`src/rtl/pipe_stage_buf.sv`:
```
// pipe_stage_buf: elastic valid/ready pipeline stage with a 2-entry skid buffer and sync flush
// Ports: clk, rst (async, active-high), flush (sync kill of held entries);
//   upstream in_valid/in_ready/in_data/in_ctrl; downstream out_valid/out_ready/out_data/out_ctrl;
//   occupancy = held entries 0..2; stall_cnt/bubble_cnt saturating perf counters,
//   present only when PIPE_STAGE_PERF_EN is defined.
module pipe_stage_buf #(
  parameter int DATA_W = 64,
  parameter int CTRL_W = 8
`ifdef PIPE_STAGE_PERF_EN
  , parameter int CNT_W = 32
`endif
) (
  input  logic              clk,
  input  logic              rst,
  input  logic              flush,
  input  logic              in_valid,
  output logic              in_ready,
  input  logic [DATA_W-1:0] in_data,
  input  logic [CTRL_W-1:0] in_ctrl,
  output logic              out_valid,
  input  logic              out_ready,
  output logic [DATA_W-1:0] out_data,
  output logic [CTRL_W-1:0] out_ctrl,
  output logic [1:0]        occupancy
`ifdef PIPE_STAGE_PERF_EN
  , output logic [CNT_W-1:0] stall_cnt,
  output logic [CNT_W-1:0]  bubble_cnt
`endif
);
  typedef enum logic [1:0] {EMPTY = 2'd0, ONE = 2'd1, FULL = 2'd2} state_t;
  state_t state, state_nx;
  logic [DATA_W-1:0] main_data, skid_data;
  logic [CTRL_W-1:0] main_ctrl, skid_ctrl;
  logic acc, take, main_in, main_skid, skid_in;
  // in_ready depends on state only, so upstream never sees a path from out_ready
  assign in_ready = state != FULL;
  assign out_valid = state != EMPTY;
  assign acc = in_valid & in_ready;
  assign take = out_valid & out_ready;
  assign occupancy = state;
  assign out_data = main_data;
  // gated so an idle stage always looks like a bubble (regwrite=0) downstream
  assign out_ctrl = out_valid ? main_ctrl : '0;
  always_comb begin
    state_nx = state;
    main_in = 1'b0;
    main_skid = 1'b0;
    skid_in = 1'b0;
    if (flush) state_nx = EMPTY;
    else unique case (state)
      EMPTY: begin
        main_in = acc;
        state_nx = acc ? ONE : EMPTY;
      end
      ONE: begin
        main_in = acc & take;
        skid_in = acc & !take;
        state_nx = acc ? (take ? ONE : FULL) : (take ? EMPTY : ONE);
      end
      FULL: begin
        main_skid = take;
        state_nx = take ? ONE : FULL;
      end
      default: state_nx = EMPTY;
    endcase
  end
  always_ff @(posedge clk or posedge rst) begin
    if (rst) begin
      state <= EMPTY;
      main_data <= '0;
      main_ctrl <= '0;
      skid_data <= '0;
      skid_ctrl <= '0;
    end else begin
      state <= state_nx;
      if (flush) begin
        main_ctrl <= '0;
        skid_ctrl <= '0;
      end else begin
        if (main_in) {main_ctrl, main_data} <= {in_ctrl, in_data};
        else if (main_skid) {main_ctrl, main_data} <= {skid_ctrl, skid_data};
        if (skid_in) {skid_ctrl, skid_data} <= {in_ctrl, in_data};
      end
    end
  end
`ifdef PIPE_STAGE_PERF_EN
  // saturating counters; flush does not clear them and its own cycle is counted
  always_ff @(posedge clk or posedge rst) begin
    if (rst) begin
      stall_cnt <= '0;
      bubble_cnt <= '0;
    end else begin
      if (out_valid && !out_ready && !(&stall_cnt)) stall_cnt <= stall_cnt + CNT_W'(1);
      if (!out_valid && !(&bubble_cnt)) bubble_cnt <= bubble_cnt + CNT_W'(1);
    end
  end
`endif
endmodule

```
`config.mk`:
```
export PLATFORM = sky130hd
export DESIGN_NAME = pipe_stage_buf
export DESIGN_NICKNAME = d
export VERILOG_FILES = /design/src/rtl/pipe_stage_buf.sv
export SDC_FILE = /design/constraint.sdc
export NUM_CORES = 1
export LEC_CHECK = 0
export CAP_MARGIN = 20
export CORE_MARGIN = 1
export CORE_UTILIZATION = 40
export DETAILED_ROUTE_END_ITERATION = 6
export PLACE_DENSITY_LB_ADDON = 0.15
export SLEW_MARGIN = 20
export SYNTH_ARGS = -nofsm -noshare
export SYNTH_HDL_FRONTEND = slang
export SYNTH_SLANG_ARGS = --single-unit
```
`constraint.sdc`:
```
create_clock -name clk -period 7.1 [get_ports clk]
set_clock_uncertainty 0.05 [all_clocks]
set_input_delay 1.42 -clock clk [delete_from_list [all_inputs] [get_ports clk]]
set_output_delay 1.42 -clock clk [all_outputs]
set_load 0.02 [all_outputs]
```
Word-level counts from Yosys, hierarchy flattened
Cells that the tools add are included.
{"block": "word_totals", "input_bits": 77, "word_cells": 41, "register_bits": 146, "output_inout_bits": 76}
{"block": "op_classes", "n_reduce_logical": 8, "n_eq_ne": 3, "n_mux": 20, "bitwise": 5}
{"operator": "$mux 64", "count": 2}
{"operator": "$mux 8", "count": 6}
{"operator": "$mux 1", "count": 7}
{"operator": "$mux 2", "count": 3}
{"operator": "$pmux 2 s3", "count": 1}
{"operator": "$reduce_bool 2->1", "count": 3}
{"operator": "$and 1x1->1", "count": 4}
{"operator": "$reduce_and 2->1", "count": 2}
{"operator": "$reduce_bool 3->1", "count": 1}
{"operator": "$eq 2x1->1 const B", "count": 1}
{"operator": "$eq 2x2->1 const B", "count": 1}
{"operator": "$logic_not 2->1", "count": 1}
{"operator": "$ne 2x2->1 const B", "count": 1}
{"operator": "$pmux 1 s2", "count": 1}
{"operator": "$logic_not 1->1", "count": 1}
{"operator": "$not 1->1", "count": 1}

Logic depth before layout (Yosys ltp)
Gate-level depths: netlist of run 1.
{"block": "depth", "depth_word": 8, "mapped_depth": 10, "depth_no_buf": 6}

Worst setup path before layout of run 1
No wires, ideal clock.
{"block": "synth_path", "path_type": "input port to flip-flop", "from": "in out_ready", "to": "reg skid_data[21]", "n_path_buf": 2, "t_arrival_ns": 2.593, "stages": 7, "path_slack_ns": 4.329, "required_time_ns": 6.922, "setup_time_ns": 0.128, "cell_sequence": "nor2b_1 inv_1 ha_1 and3_1 buf_2 buf_2 mux2_1"}
{"block": "synth_between", "elab_chain_len": 6}
{"item": "start, declared", "line_no": "21", "rtl": "input logic out_ready,"}
{"item": "$and 1x1->1", "line_no": "39", "rtl": "assign take = out_valid & out_ready;"}
{"item": "$logic_not 1->1", "line_no": "57", "rtl": "skid_in = acc & !take;"}
{"item": "$and 1x1->1", "line_no": "57"}
{"item": "$mux 1", "line_no": "50", "rtl": "else unique case (state)"}
{"item": "$mux 1", "line_no": "49", "rtl": "if (flush) state_nx = EMPTY;"}
{"item": "$reduce_and 2->1 (no line)"}
{"item": "end signal, assigned", "line_no": "82", "rtl": "if (skid_in) {skid_ctrl, skid_data} <= {in_ctrl, in_data};"}
{"item": "end, declared", "line_no": "32", "rtl": "logic [DATA_W-1:0] main_data, skid_data;"}
No other way between the ends.
A chain may end at the register's enable or synchronous reset.

Final worst setup path of run 1
{"block": "layout_path", "from": "in flush", "to": "reg skid_data[40]"}
{"block": "layout_between", "elab_chain_len": 2, "word_cells_on_any_way": 3, "cone_classes": "mux (1); bitwise (1); reduce/logical (1)"}
{"item": "start, declared", "line_no": "15", "rtl": "input logic flush,"}
{"item": "$mux 1 / $not 1->1 (equally long branches)"}
{"item": "$reduce_and 2->1 (no line) (*)"}
Every way passes the cells marked *; elsewhere a longest branch is shown, timed or not.

==> qor.csv, run 1 <==
metric;value;unit
Non-Filler Instances;871;
Final setup viols;0;
synth cell count leaders;146 x dfrtp_1, 64 x a32oi_1, 64 x nand2_1;
Core Area;15310;um^2
Hold-fix buffers, CTS;0;
CTS Buffer Depth;2;
VDD IR max;0.1685;mV
routed len/inst;17.59;um
Leakage;3.533;nW
drt via density;5.405;
prevailing post-synth register cell;dfrtp_1;
largest net degree at the start of global routing;90;
register bit total from synthesis;146;
RSZ-0062 raised after global routing;false;
Mapped Nets;596;
synthesis warning total;0;
Synth Cell Area;6319;um^2
clock sinks;146;
CP arrival;4.28;ns
CTS clk-pin slew, worst paths;0.06;ns
Post-route DRC;0;
DRT Pass-1 Iters;5;
post-CTS resize count;0;
row count;45;
Final Util;0.5596;
Synth top area share;0.5782;
EDFF count, synth;0;
H-Tree Depth;4;
Worst Setup Path Type;in -> reg;
Slew Limit Fails;0;
leading area contributor after synthesis;dfrtp_1;
Final Hold Slack;0.4362;ns
Placed Instances;838;
Hold Fails Final Rpt;0;
worst-skew pair later-pin latency;0.41;ns
root buffer cell;clkbuf_16;
Startpoint Class;primary input;
vias in the first global route;4761;
post-CTS setup buffer count;0;
IO Count;153;
initial antenna violation count;0;
Post-Syn Area per Cell;12.22;um^2
final net count;726;
vias;4708;
pwr dens;320.2;nW/um^2
final setup TNS;0;ns
class of the tightest hold or removal check;reg -> reg;
Die Wd;127.7;um
maximum clock frequency;247.7;MHz
Unique masters post-synth;37;
Max-Cap Viols;0;
sequential-to-total area share from yosys stat;0.5782;
DR iter-0 viols;269;
top cells by area, synth;dfrtp_1 58%, mux2_2 10%, a32oi_1 8.9%, o21ai_1 4.9%, nand2_1 3.8%;
area grow syn2layout;35.64;%
drt total wl;15320;um
Tmin final;4.038;ns
diode count;0;
Slew Limit Headroom;0.4439;
Starting Density;0.4126;
total global-route track usage;0.1965;
measured slew at the worst slew-check pin;0.8341;ns
outcome;complete, no violations;
Congestion Overflow GR;0;
Mapped Cells;517;
CP max FO;74;
Die Height;127.7;um
Tcrit/Tclk final;0.5687;
I/O Buffers;152;
first-pass GRT wire length;25100;um
count leader, synth;dfrtp_1;
die area;16300;um^2
TritonCTS clock tree;built;
Setup crit end kind;register;
dpl hpwl;9639;um
share of layout cells above drive strength 1;0.1576;
Worst Path Required;7.34;ns
Post-DRT Antenna Nets;0;
routability cong.;0.7589;
FFs w/ async S/R, synth;1.000;
cts bufs inserted;17;
==> stage by stage <==
step / power [mW] / area [um^2] / worst slack [ns]
after global routing: 2.879 / 8571 / 2.887
after CTS: 2.768 / 8551 / 3.013
after global placement: 1.784 / 7879 / 2.495
after floorplan: 1.526 / 6319 / 1.707
after detailed placement: 1.814 / 7921 / 2.570
final: 2.745 / 8571 / 3.062
==> cells by family (layout without fill, tap and decap cells) <==
group | Yosys count | in the layout | share of synthesized area
buffers and inverters | 53 | 196 | 0.05148
muxes | 67 | 67 | 0.1202
adders and majority gates | 2 | 2 | 0.003960
AOI/OAI and AO/OA | 156 | 156 | 0.1782
and+or+nand+nor | 93 | 93 | 0.06792
DFF | 146 | 146 | 0.5782
==> worst max-delay path, stage by stage <==
cell and delay, ns:
clkdlybuf4s50_1 0.63, nor2_4 0.16, buf_4 0.65, and3_2 0.80
buf_16 0.25, mux2_2 0.35
==> power breakdown <==
part	internal (mW)	switching [mW]
Combinational	0.331	0.296
Sequential	1.05	0.122
Clock	0.614	0.333
==> registers in the layout, indices dropped and copies added, names as in the netlist <==
name,cells
main_ctrl,8
out_data,64
skid_data,64
occupancy,2
skid_ctrl,8
==> cell usage in the layout (no fill, tap or decap), types with 4 or more instances in the layout <==
master           count
clkbuf_16           17
a22o_1               8
a32oi_1             64
clkinv_2             4
mux2_2              57
a2bb2oi_1            8
dfrtp_1            146
buf_4                4
o221ai_1             8
nand2_1             64
o21ai_1             62
nand3_1              8
nor2b_1              9
clkdlybuf4s50_1    152
mux2_1               7
bufinv_16            4
==> path summary, 6_finish.rpt <==
kind                                     from             to  slack (ns)  cells past startpoint
worst min-delay path            skid_data[31]  skid_data[31]        0.44                      1
min in group asynchronous                 rst  skid_data[40]        1.50                      2
worst min register to register  skid_data[31]  skid_data[31]        0.44                      1
max in group asynchronous                 rst    out_data[6]        4.27                      3
worst max register to register   occupancy[1]  skid_data[40]        3.84                      7
worst max-delay path                    flush  skid_data[40]        3.06                      6
==> layer usage <==
metal	vias up	GRT usage	wire (um)
met1	2359	0.2673	7172
met2	144	0.3153	7240
met3	12	0.04257	756
met4	0	0.06159	150
met5	-	0	0
li1	2193	-	-
==> cell type report <==
type	instances	area, um^2
inverters	5	23.77
repair buffers	159	1614
clock inverters	10	155.1
multi-input cells	318	2386
flip-flops and latches	146	3654
well taps	211	264.0
fillers	1314	6744
clock buffers	22	474.2
(Power assumes the default switching activity.)
==> inputs of run 2 (changes only) <==
==> constraint.sdc (replaced) <==
create_clock -name clk -period 3.9 [get_ports clk]
set_clock_uncertainty 0.05 [all_clocks]
set_input_delay 0.78 -clock clk [delete_from_list [all_inputs] [get_ports clk]]
set_output_delay 0.78 -clock clk [all_outputs]
set_load 0.02 [all_outputs]
==> qor.csv, run 2 (synthesis gave the netlist of run 1 again) <==
metric;value;unit;change
outcome;complete, no violations;;
Final setup viols;0;;unchanged
final setup TNS;0;ns;unchanged
row count;45;;unchanged
IO Count;153;;unchanged
class of the tightest hold or removal check;reg -> reg;;
routed len/inst;18.65;um;+6.0%
drt via density;5.525;;+2.2%
largest net degree at the start of global routing;147;;+63%
vias in the first global route;5068;;+6.4%
DRT Pass-1 Iters;5;;unchanged
Setup WS pre-CTS;0.9299;ns;-1.640 ns
Startpoint Class;register;;
CP max FO;19;;-74%
worst-skew pair later-pin latency;0.41;ns;about the same
post-CTS setup buffer count;0;;unchanged
Starting Density;0.4126;;unchanged
pwr dens;579.7;nW/um^2;+81%
diode count;0;;unchanged
H-Tree Depth;4;;unchanged
drt total wl;16320;um;+6.5%
RSZ-0062 raised after global routing;false;;
Max-Cap Viols;0;;unchanged
Final Util;0.5610;;+0.001388
Worst Setup Path Type;reg -> out;;
hold_sp;skid_data[23];;
root buffer cell;clkbuf_16;;
dpl hpwl;9577;um;-0.65%
Met3 Wirelength;856;um;+13%
VDD IR max;0.3159;mV;+87%
final net count;730;;+0.55%
post-CTS resize count;0;;unchanged
Post-route DRC;0;;unchanged
reg-to-reg critical path endpoint;out_data[48];;
Max Used Layer;met4;;
CP arrival;2.32;ns;-1.96 ns
Tcrit/Tclk final;0.8084;;
final worst setup slack;0.7472;ns;-2.315 ns
Leakage;3.548;nW;+0.43%
Worst Path Required;3.07;ns;-4.27 ns
routed length on met1;7153;um;-0.26%
Hold-fix buffers, CTS;0;;unchanged
TritonCTS clock tree;built;;
Die Height;127.7;um;unchanged
Die Wd;127.7;um;unchanged
Setup crit end kind;output pin;;
CTS Buffer Depth;2;;unchanged
total global-route track usage;0.2112;;+0.01470
maximum clock frequency;317.2;MHz;
metal2 WL;8128;um;+12%
share of layout cells above drive strength 1;0.1642;;+0.006581
Post-DRT Antenna Nets;0;;unchanged
Hold EP;skid_data[23];;
Congestion Overflow GR;0;;unchanged
most frequent cells in the layout;152 x clkdlybuf4s50_1, 146 x dfrtp_1, 64 x nand2_1, 64 x a32oi_1, 62 x o21ai_1;;
Slew Limit Headroom;0.4617;;+0.01773
measured slew at the worst slew-check pin;0.8075;ns;-0.02659 ns
vias;4834;;+2.7%
worst r2r path cells;7;;unchanged
initial antenna violation count;0;;unchanged
cts bufs inserted;17;;unchanged
clock sinks;146;;unchanged
area grow syn2layout;35.98;%;
R2R Setup Slk;1.15;ns;-2.69 ns
DR iter-0 viols;369;;+37%
routability cong.;0.7292;;-3.9%
most common cell after layout, fill and taps aside;clkdlybuf4s50_1;;
first-pass GRT wire length;26650;um;+6.2%
die area;16300;um^2;unchanged
Hold Fails Final Rpt;0;;unchanged
Core Area;15310;um^2;unchanged
CTS clk-pin slew, worst paths;0.06;ns;about the same
Critical R2R Launch;occupancy[1];;
Worst Hold Depth;1;;unchanged
Slew Limit Fails;0;;unchanged
I/O Buffers;152;;unchanged
Tmin final;3.153;ns;
run 2: worst max path at each step:
stage            startpoint      endpoint  depth (start not counted)  slack (ns)
3_5_place_dp      out_ready  out_data[33]                          7        0.93
4_1_cts        occupancy[1]   out_ctrl[3]                          4        0.74
2_1_floorplan           rst  main_ctrl[0]                          1        1.24
5_1_grt        occupancy[1]   out_ctrl[0]                          4        0.60
3_3_place_gp      out_ready  out_data[61]                          7         1.0
6_report       occupancy[1]   out_ctrl[0]                          4        0.75
run 2: final cells by class:
type                       instances  area, um^2
fill                            1298        6723
sequential                       146        3654
multi-input combinational        318        2386
timing repair buffer             163        1642
clock buffer                      23       498.0
tap                              211       264.0
clock inverter                     9       126.4
inverter                           5       22.52
run 2: metal layers:
| metal | up-vias | global-route usage |
|---|---|---|
| li1 | 2202 | - |
| met3 | 14 | 0.05593 |
| met5 | - | 0 |
| met4 | 0 | 0.06574 |
| met1 | 2459 | 0.2726 |
| met2 | 159 | 0.3481 |
run 2: stage by stage:
| step | instances | instance area, um^2 | power (mW) | hold WS (ns) |
|---|---|---|---|---|
| floorplan | 517 | 6322 | 2.778 | 0.4037 |
| global placement | 843 | 7968 | 3.267 | 0.4167 |
| detailed placement | 843 | 7968 | 3.312 | 0.4254 |
| CTS | 875 | 8592 | 5.037 | 0.4387 |
| global route | 875 | 8592 | 5.239 | 0.4594 |
| finish | 875 | 8592 | 4.981 | 0.4381 |
run 2: power breakdown:
group	switching, mW	total [mW]	internal (mW)
Combinational	0.543	1.15	0.607
Sequential	0.221	2.13	1.91
Clock	0.610	1.70	1.09
Total	1.37	4.98	3.61
run 2: worst max-delay path, cell delays in order (launching register included):
cell	delay, ns
dfrtp_1	0.81
nor2_1	0.13
buf_4	0.21
nor2b_1	0.14
clkdlybuf4s50_1	0.62
==> inputs of run 3 (changes only) <==
==> constraint.sdc (replaced) <==
create_clock -name clk -period 3.3 [get_ports clk]
set_clock_uncertainty 0.05 [all_clocks]
set_input_delay 0.66 -clock clk [delete_from_list [all_inputs] [get_ports clk]]
set_output_delay 0.66 -clock clk [all_outputs]
set_load 0.02 [all_outputs]
==> qor.csv, run 3 (synthesis gave the netlist of run 1 again) <==
metric;value;unit;change
outcome;complete, no violations;;
largest net degree at the start of global routing;62;;-58%
dpl hpwl;9917;um;+3.5%
Startpoint Class;register;;
Final Hold Slack;0.4358;ns;-0.002278 ns
class of the tightest hold or removal check;reg -> reg;;
maximum clock frequency;358.3;MHz;
Tmin final;2.791;ns;
Worst Path Required;2.59;ns;-0.48 ns
CTS Buffer Depth;2;;unchanged
Slew Limit Headroom;0.4912;;+0.02950
measured slew at the worst slew-check pin;0.7597;ns;-0.04779 ns
most common cell after layout, fill and taps aside;clkdlybuf4s50_1;;
Slew Limit Fails;0;;unchanged
Final setup viols;0;;unchanged
combinational power share;0.242;;+0.011
row count;45;;unchanged
Die Height;127.7;um;unchanged
total global-route track usage;0.2041;;-0.007075
Sw Pwr;1.596;mW;+16%
Tcrit/Tclk final;0.8456;;
final net count;733;;+0.41%
first-pass GRT wire length;25570;um;-4.0%
RSZ-0062 raised after global routing;false;;
Net Sw Frac;0.2821;;+0.006376
DR iter-0 viols;328;;-11%
most frequent cells in the layout;152 x clkdlybuf4s50_1, 146 x dfrtp_1, 64 x nand2_1, 64 x a32oi_1, 62 x o21ai_1;;
vias in the first global route;4864;;-4.0%
Setup crit end kind;output pin;;
clock sinks;146;;unchanged
Max-Cap Viols;0;;unchanged
worst-skew pair later-pin latency;0.41;ns;about the same
Internal Power;4.061;mW;+13%
VDD IR max;0.3587;mV;+14%
diode count;0;;unchanged
post-CTS resize count;0;;unchanged
I/O Buffers;152;;unchanged
TritonCTS clock tree;built;;
drt total wl;15750;um;-3.5%
H-Tree Depth;4;;unchanged
Leakage;3.530;nW;-0.51%
CP arrival;2.08;ns;-0.24 ns
post-CTS setup buffer count;0;;unchanged
Hold Fails Final Rpt;0;;unchanged
die area;16300;um^2;unchanged
Post-DRT Antenna Nets;0;;unchanged
Starting Density;0.4126;;unchanged
cts bufs inserted;17;;unchanged
Core Area;15310;um^2;unchanged
routed len/inst;17.99;um;-3.5%
final setup TNS;0;ns;unchanged
routability cong.;0.7364;;+0.99%
Congestion Overflow GR;0;;unchanged
share of layout cells above drive strength 1;0.1611;;-0.003012
DRT Pass-1 Iters;5;;unchanged
vias;4754;;-1.7%
initial antenna violation count;0;;unchanged
CTS clk-pin slew, worst paths;0.06;ns;about the same
CP max FO;9;;-10
area grow syn2layout;35.33;%;
drt via density;5.433;;-1.7%
Post-route DRC;0;;unchanged
clock share of power;0.314;;-0.027
Worst Setup Path Type;reg -> out;;
root buffer cell;clkbuf_16;;
Hold-fix buffers, CTS;0;;unchanged
IO Count;153;;unchanged
Flop pwr share;0.444;;+0.016
pwr dens;661.5;nW/um^2;+14%
Die Wd;127.7;um;unchanged
[run 3: cell types whose count changed in the layout (fill, tap and decap cells not counted)]
cell | previous run | this run
buf_12 | 3 | 5
bufinv_16 | 3 | 1
clkbuf_1 | 1 | 3
clkbuf_8 | 5 | 3
buf_4 | 8 | 9
clkinv_4 | 1 | 0
[run 3: critical path, stage by stage (launching register included)]
cell	delay [ns]
dfrtp_1	0.59
nor2_1	0.13
buf_4	0.20
nor2b_1	0.13
clkdlybuf4s50_1	0.62
[run 3: path summary, 6_finish.rpt]
kind | to | startpoint | slack (ns) | depth (start not counted)
max in group asynchronous | out_data[32] | rst | 1.86 | 3
max reg2reg | out_data[20] | occupancy[0] | 0.83 | 7
min reg2reg | skid_data[45] | skid_data[45] | 0.44 | 1
min in group asynchronous | skid_data[17] | rst | 0.63 | 2
max | out_ctrl[3] | occupancy[0] | 0.51 | 4
min | skid_data[45] | skid_data[45] | 0.44 | 1
[run 3: final cells by class]
type | count | area [um^2]
Inverter | 5 | 22.52
Timing Repair Buffer | 166 | 1689
Multi-Input combinational cell | 318 | 2386
Clock buffer | 23 | 478.0
Sequential cell | 146 | 3654
Clock inverter | 6 | 57.56
Tap cell | 211 | 264.0
Fill cell | 1312 | 6764
[run 3: layer usage]
layer | share of wire | global-route usage | up-vias
met5 | 0 | 0 | -
met4 | 0.011 | 0.06851 | 0
met3 | 0.053 | 0.04967 | 15
met1 | 0.45 | 0.2698 | 2374
li1 | - | - | 2208
met2 | 0.48 | 0.3304 | 157
[run 3: through the flow]
stage	util	instances	setup slack, ns	power [mW]	instance area [um^2]
finish	0.5583	875	0.5094	5.657	8551
detailed placement	0.5234	846	0.4264	3.917	8015
global placement	0.5234	846	0.5221	3.865	8015
global route	0.5583	875	0.4219	5.952	8551
floorplan	-	517	0.7570	3.283	6322
CTS	0.5583	875	0.4982	5.708	8551
[run 3: power by group through the flow]
stage	clock network [mW]	registers, mW	logic (mW)
after detailed placement	0	2.54	1.38
after global placement	0	2.52	1.35
after global routing	1.90	2.57	1.49
final	1.78	2.51	1.37
after floorplan	0	2.68	0.600
after CTS	1.81	2.51	1.39
